File: src/rtl/fp16_mul_result_collector.sv
// Collector for FP16 multiplier products: classifies each accepted word, buffers it in a
// show-ahead FIFO and keeps sticky exception flags. Optional FP16_COLLECT_STATS_EN adds per-class counters.
module fp16_mul_result_collector #(
    parameter int DEPTH = 4,
    parameter int CNT_W = 16
) (
    input  logic                     clk,
    input  logic                     rst_n,
    input  logic                     in_valid,
    output logic                     in_ready,
    input  logic [15:0]              in_result,
    output logic                     out_valid,
    input  logic                     out_ready,
    output logic [15:0]              out_data,
    output logic [1:0]               out_class,
    input  logic                     clear_flags,
    output logic                     flag_nan,
    output logic                     flag_inf,
    output logic                     flag_zero,
    output logic [$clog2(DEPTH):0]   fill_level
`ifdef FP16_COLLECT_STATS_EN
    ,
    output logic [CNT_W-1:0]         cnt_normal,
    output logic [CNT_W-1:0]         cnt_zero,
    output logic [CNT_W-1:0]         cnt_inf,
    output logic [CNT_W-1:0]         cnt_nan
`endif
);

    localparam int PTR_W = $clog2(DEPTH);
    localparam logic [PTR_W:0] LVL_FULL = (PTR_W + 1)'(DEPTH);

    typedef enum logic [1:0] {
        CLS_NORMAL = 2'd0,
        CLS_ZERO   = 2'd1,
        CLS_INF    = 2'd2,
        CLS_NAN    = 2'd3
    } class_t;

    logic [17:0]      r_mem [DEPTH];
    logic [PTR_W-1:0] r_wr_ptr;
    logic [PTR_W-1:0] r_rd_ptr;
    logic [PTR_W:0]   r_count;
    logic             r_flag_nan;
    logic             r_flag_inf;
    logic             r_flag_zero;

    class_t           w_class;
    logic             w_push;
    logic             w_pop;

    // Subnormals (exp==0, man!=0) fall through to NORMAL; sign is ignored.
    always_comb begin
        w_class = CLS_NORMAL;
        if (in_result[14:10] == 5'h1F) begin
            w_class = (in_result[9:0] != 10'd0) ? CLS_NAN : CLS_INF;
        end else if (in_result[14:10] == 5'h00 && in_result[9:0] == 10'd0) begin
            w_class = CLS_ZERO;
        end
    end

    // in_ready depends only on registered occupancy, so a pop never frees a slot in the same cycle.
    assign in_ready   = (r_count != LVL_FULL);
    assign out_valid  = (r_count != '0);
    assign w_push     = in_valid && in_ready;
    assign w_pop      = out_valid && out_ready;
    assign out_data   = r_mem[r_rd_ptr][15:0];
    assign out_class  = r_mem[r_rd_ptr][17:16];
    assign fill_level = r_count;
    assign flag_nan   = r_flag_nan;
    assign flag_inf   = r_flag_inf;
    assign flag_zero  = r_flag_zero;

    always_ff @(posedge clk) begin
        if (!rst_n) begin
            for (int i = 0; i < DEPTH; i++) begin
                r_mem[i] <= '0;
            end
            r_wr_ptr <= '0;
            r_rd_ptr <= '0;
            r_count  <= '0;
        end else begin
            if (w_push) begin
                r_mem[r_wr_ptr] <= {w_class, in_result};
                r_wr_ptr        <= r_wr_ptr + PTR_W'(1);
            end
            if (w_pop) begin
                r_rd_ptr <= r_rd_ptr + PTR_W'(1);
            end
            if (w_push && !w_pop) begin
                r_count <= r_count + (PTR_W + 1)'(1);
            end else if (w_pop && !w_push) begin
                r_count <= r_count - (PTR_W + 1)'(1);
            end
        end
    end

    // A new event in the same cycle as clear_flags leaves the flag set.
    always_ff @(posedge clk) begin
        if (!rst_n) begin
            r_flag_nan  <= 1'b0;
            r_flag_inf  <= 1'b0;
            r_flag_zero <= 1'b0;
        end else begin
            if (w_push && w_class == CLS_NAN) begin
                r_flag_nan <= 1'b1;
            end else if (clear_flags) begin
                r_flag_nan <= 1'b0;
            end
            if (w_push && w_class == CLS_INF) begin
                r_flag_inf <= 1'b1;
            end else if (clear_flags) begin
                r_flag_inf <= 1'b0;
            end
            if (w_push && w_class == CLS_ZERO) begin
                r_flag_zero <= 1'b1;
            end else if (clear_flags) begin
                r_flag_zero <= 1'b0;
            end
        end
    end

`ifdef FP16_COLLECT_STATS_EN
    logic [CNT_W-1:0] r_cnt [4];

    // Saturating counter step; clear with a simultaneous hit restarts at 1.
    function automatic logic [CNT_W-1:0] nextCnt(input logic [CNT_W-1:0] cnt,
                                                 input logic hit, input logic clr);
        logic [CNT_W-1:0] res;
        res = cnt;
        if (clr) begin
            res = hit ? CNT_W'(1) : '0;
        end else if (hit && cnt != '1) begin
            res = cnt + CNT_W'(1);
        end
        return res;
    endfunction

    always_ff @(posedge clk) begin
        if (!rst_n) begin
            for (int i = 0; i < 4; i++) begin
                r_cnt[i] <= '0;
            end
        end else begin
            for (int i = 0; i < 4; i++) begin
                r_cnt[i] <= nextCnt(r_cnt[i], w_push && (w_class == class_t'(i)), clear_flags);
            end
        end
    end

    assign cnt_normal = r_cnt[CLS_NORMAL];
    assign cnt_zero   = r_cnt[CLS_ZERO];
    assign cnt_inf    = r_cnt[CLS_INF];
    assign cnt_nan    = r_cnt[CLS_NAN];
`endif

endmodule

File: config.mk
export PLATFORM = sky130hd
export DESIGN_NAME = fp16_mul_result_collector
export DESIGN_NICKNAME = d
export VERILOG_FILES = /design/src/rtl/fp16_mul_result_collector.sv
export SDC_FILE = /design/constraint.sdc
export NUM_CORES = 1
export LEC_CHECK = 0
export ABC_AREA = 1
export CORE_UTILIZATION = 50
export CTS_CLUSTER_SIZE = 20
export DETAILED_ROUTE_END_ITERATION = 10
export GPL_TIMING_DRIVEN = 1
export PLACE_DENSITY_LB_ADDON = 0.15
export SLEW_MARGIN = 15
export SYNTH_ARGS = -nofsm -noshare
export SYNTH_HDL_FRONTEND = slang
export SYNTH_SLANG_ARGS = --single-unit
File: constraint.sdc
create_clock -name clk -period 2.35 [get_ports clk]
set_clock_uncertainty 0.1 [all_clocks]
set_input_delay 0.47 -clock clk [delete_from_list [all_inputs] [get_ports clk]]
set_output_delay 0.47 -clock clk [all_outputs]
set_load 0.05 [all_outputs]
Yosys cells after proc, flatten, opt, wreduce, memory -nomap -nowiden:

Memories as Yosys holds them, arrays and structs flattened. A register that Yosys moved wholly into a read port is not among the register bits.
Cells that the tools add are included.

* register bits: 10
* RAM bits: 72
* bits of input ports: 21
* output and inout bits: 26
* word-level logic and storage cells: 53
* memories: 1

Memory list
* r_mem: depth 4, width 18, rd ports 1, clocked after Yosys merged registers in 1, wr ports 4, RTL line 40 `logic [17:0] r_mem [DEPTH];`

* $add $sub $neg: 4
* equal/unequal tests: 5
* mux-type cells: 18
* reduce and logical (&&, ||, !) cells: 19

Operator list (count)
* 18-bit 2-to-1 mux: 1
* 18-bit OR reduction: 1
* 1-bit 2-to-1 mux: 11
* 10-bit zero test: 1
* 10-bit nonzero test: 1
* 1-bit logical AND: 8
* 2-bit 2-to-1 mux: 4
* 2-bit nonzero test: 4
* 3-bit 2-to-1 mux: 2
* 5-bit == test (second input constant): 1
* 5-bit zero test: 1
* 2-bit by 1-bit adder with 2-bit output (second input constant): 2
* 2-bit == test (second input constant): 2
* 3-bit by 1-bit adder with 3-bit output (second input constant): 1
* 3-bit inequality test (second input constant): 1
* 3-bit nonzero test: 1
* 3-bit by 1-bit subtractor with 3-bit output (second input constant): 1
* 2-bit by 1-bit == test with 1-bit output (second input constant): 1
* 1-bit zero test: 2

Logic depth before layout (Yosys ltp):

* depth in word-level cells: 7
* mapped depth: 11
* gate-level depth less buffers: 11

Worst setup path after synthesis:

Ideal clock, no wire load.

* path kind: register to register
* start: register r_count[0], in the netlist fill_level[0]
* end: memory r_mem[3][0], enable pin
* arrival: 2.548 ns
* path slack: -0.720 ns
* stages on the path, launching flop included: 5
* path buffers: 0
* path through: dfxtp_1 -> nor2_2 -> nand2_4 -> nand2_4 -> o31ai_1

RTL lines
* start: declaration: RTL line 43 `logic [PTR_W:0] r_count;`
* start signal: assignment: RTL line 91 `r_count <= r_count + (PTR_W + 1)'(1);`
* start signal: assignment: RTL line 93 `r_count <= r_count - (PTR_W + 1)'(1);`
* end: declaration: RTL line 40

Worst setup path in the final report:

* start: register r_count[0], in the netlist fill_level[0]
* end: output port in_ready

* longest elaborated chain between the ends: 1

Ends and longest elaborated chain
* 3-bit inequality test: RTL line 63 `assign in_ready = (r_count != LVL_FULL);`
* end: declaration: RTL line 10 `output logic in_ready,`

Every way passes these cells.

==> run summary <==
status = complete, no violations
first-pass GRT wire length = 12700 µm
worst path bufs/invs = 1
clk_lat worst skew = 350 ps
crit-path max cell delay = 790 ps
FF+latch count, synth = 84
Setup Fix Bufs, Post-CTS = 0
CP max FO = 4
largest net degree at the start of global routing = 37
max cap viols = 0
crit path DAT = 1690 ps
GRT Total Usage = 22.6%
Detail Route Antenna Nets = 0
CP delay by family, top = buffers and inverters
Final WS setup = 94.4 ps
vias per cell = 5.02
worst slew pin tran = 692 ps
worst endpoint required time = 1780 ps
nets@finish = 447
leakage = 1.87 nW
drc violations = 0
fin. max-slew vios = 0
initial antenna violation count = 0
pwr dens = 1070 mW/mm²
CP Class = flop to primary output
worst-case clock buffer depth = 2
Core Region = 0.00725 mm²
area occupied by multi-input gates = 0.00112 mm²
area fraction of the dominant cell type after synthesis = 57.6%
Placer Congestion = 0.768
EDFF count, synth = 72
Final Non-Filler Cells = 528
Post-Syn Nets = 386
Clk pin slew, worst setup/hold paths = 80 ps
grt ovf = 0
dpl ws = -73.8 ps
Slew headroom = 53.8%
Fin. Hold Viols = 0
Final setup viols = 0
Area contributors post-synth = edfxtp_1, nor2_1, dfxtp_1
cell count after synthesis = 363
FF+latch area = 0.00241 mm²
Inserted Diodes = 0
Hold/Removal Path Class = flop to flop
Site Rows = 31
# fillers = 610
CTS Hold Bufs = 0
Max Freq = 443 MHz
Synth area leader = edfxtp_1
mapped cell area = 0.00375 mm²
number of I/O port buffers = 46
Routed WL = 8110 µm
# resized after CTS = 0
Clock Sink Count = 84
Distinct cells, synth = 30
Synth Warn # = 0
total CTS buffers = 9
worst vdd ir = 0.893 mV
layout cells sized above 1 = 20.7%
wire per inst = 15.4 µm
drt initial violations = 144
number of global-route vias before repair = 2538
CP Launch Type = flop
Die X = 88.7 µm
RSZ-0062 raised after global routing = false
fin crit share = 96.0%
CTS Root Cell = clkbuf_8
Initial Util = 51.8%
Seq/Total Area, Yosys = 64.0%
dpl cells = 512
htree depth = 3
min cycle time layout = 2260 ps
die area = 0.00786 mm²
Setup crit end kind = primary output
Synth Area per Inst = 10.3 µm²
post-DP HPWL = 5330 µm
Top Ports = 47
DR vias = 2650
Die Y = 88.7 µm
Synth Flop Type = edfxtp_1
CTS tree = yes
Slowest-stage cell, CP = clkdlybuf4s50_1
ys async rst share = 0%
critical-path cell list = nor2_2, nand2_4, clkdlybuf4s50_1
setup TNS = 0 ps
Pre-antenna DRT Iters = 4
area grow syn2layout = 22.2%
[power by group]
part / switching [mW] / leakage, nW / internal (mW)
sequential: 0.0884 / 0.847 / 1.79
combinational: 1.32 / 0.919 / 0.561
clock: 0.521 / 0.102 / 0.599
total: 1.93 / 1.87 / 2.95
[tightest hold or removal path, stage by stage, from the launching register on]
cell,delay (ps)
dfxtp_1,320
inv_1,50
a21oi_1,60
[metrics by stage]
step | hold slack (ps) | power, mW | util [%] | instance area, µm²
5_1_grt | 376 | 5.12 | 63.3 | 4590
3_3_place_gp | 346 | 3.78 | 60.2 | 4360
4_1_cts | 373 | 4.91 | 63.2 | 4580
3_5_place_dp | 360 | 3.81 | 60.2 | 4360
2_1_floorplan | 333 | 3.22 | - | 3770
6_report | 361 | 4.89 | 63.3 | 4590
[flip-flops by register name, indices dropped and copies added (netlist names), named ones only]
signal and count:
fill_level 3, flag_inf 1, flag_nan 1, flag_zero 1, r_mem 72, r_rd_ptr 2, r_wr_ptr 2
[cells by family after synthesis]
| kind of cell | synth area share [%] |
|---|---|
| adder cells (fa/ha/maj) | 0.866 |
| AO/OA/AOI/OAI | 9.73 |
| AND/OR/NAND/NOR | 18.7 |
| flip-flops | 64.0 |
| XOR/XNOR | 0.233 |
| buffers and inverters | 6.53 |
[final cells by class]
class / instances / area share (%)
flip-flops and latches: 84 / 52.4
multi-input cells: 224 / 24.5
repair buffers: 66 / 12.5
inverters: 39 / 3.19
clock buffers: 10 / 2.78
well taps: 99 / 2.70
clock inverters: 6 / 1.94
[synth_stat cells, drive strengths merged (7+ instances only)]
cell and instances:
a21oi 7, buf 9, clkbuf 7, dfxtp 12, edfxtp 72, inv 38
nand2 39, nand3 11, nor2 101, o21ai 42, o22ai 18
[placed cells by master, fill, tap and decap left out, drive strengths merged, types with 2 or more instances in the layout]
| master | instances |
|---|---|
| a21oi | 7 |
| buf | 38 |
| bufinv | 2 |
| clkbuf | 10 |
| clkdlybuf4s50 | 27 |
| clkinv | 3 |
| clkinvlp | 2 |
| dfxtp | 12 |
| edfxtp | 72 |
| inv | 38 |
| nand2 | 39 |
| nand3 | 11 |
| nor2 | 101 |
| o21ai | 42 |
| o22ai | 18 |
[path summary, 6_finish.rpt]
kind / start / depth (start not counted) / endpoint / slack [ps]
setup / recovery: fill_level[0] / 3 / in_ready / 90
hold / removal: r_rd_ptr[1] / 2 / flop / 360
setup reg to reg: fill_level[0] / 10 / fill_level[2] / 330
hold reg to reg: r_rd_ptr[1] / 2 / flop / 360
[routing by layer]
layer	global-route usage, %	part of all wire, %	wire, µm	vias up
li1	-	-	-	1343
met1	29.4	44	3550	1230
met2	38.6	51	4150	68
met3	5.13	4.3	351	9
met4	5.87	0.73	59	0
met5	0	0	0	-
Power figures use the tool's default switching activity.
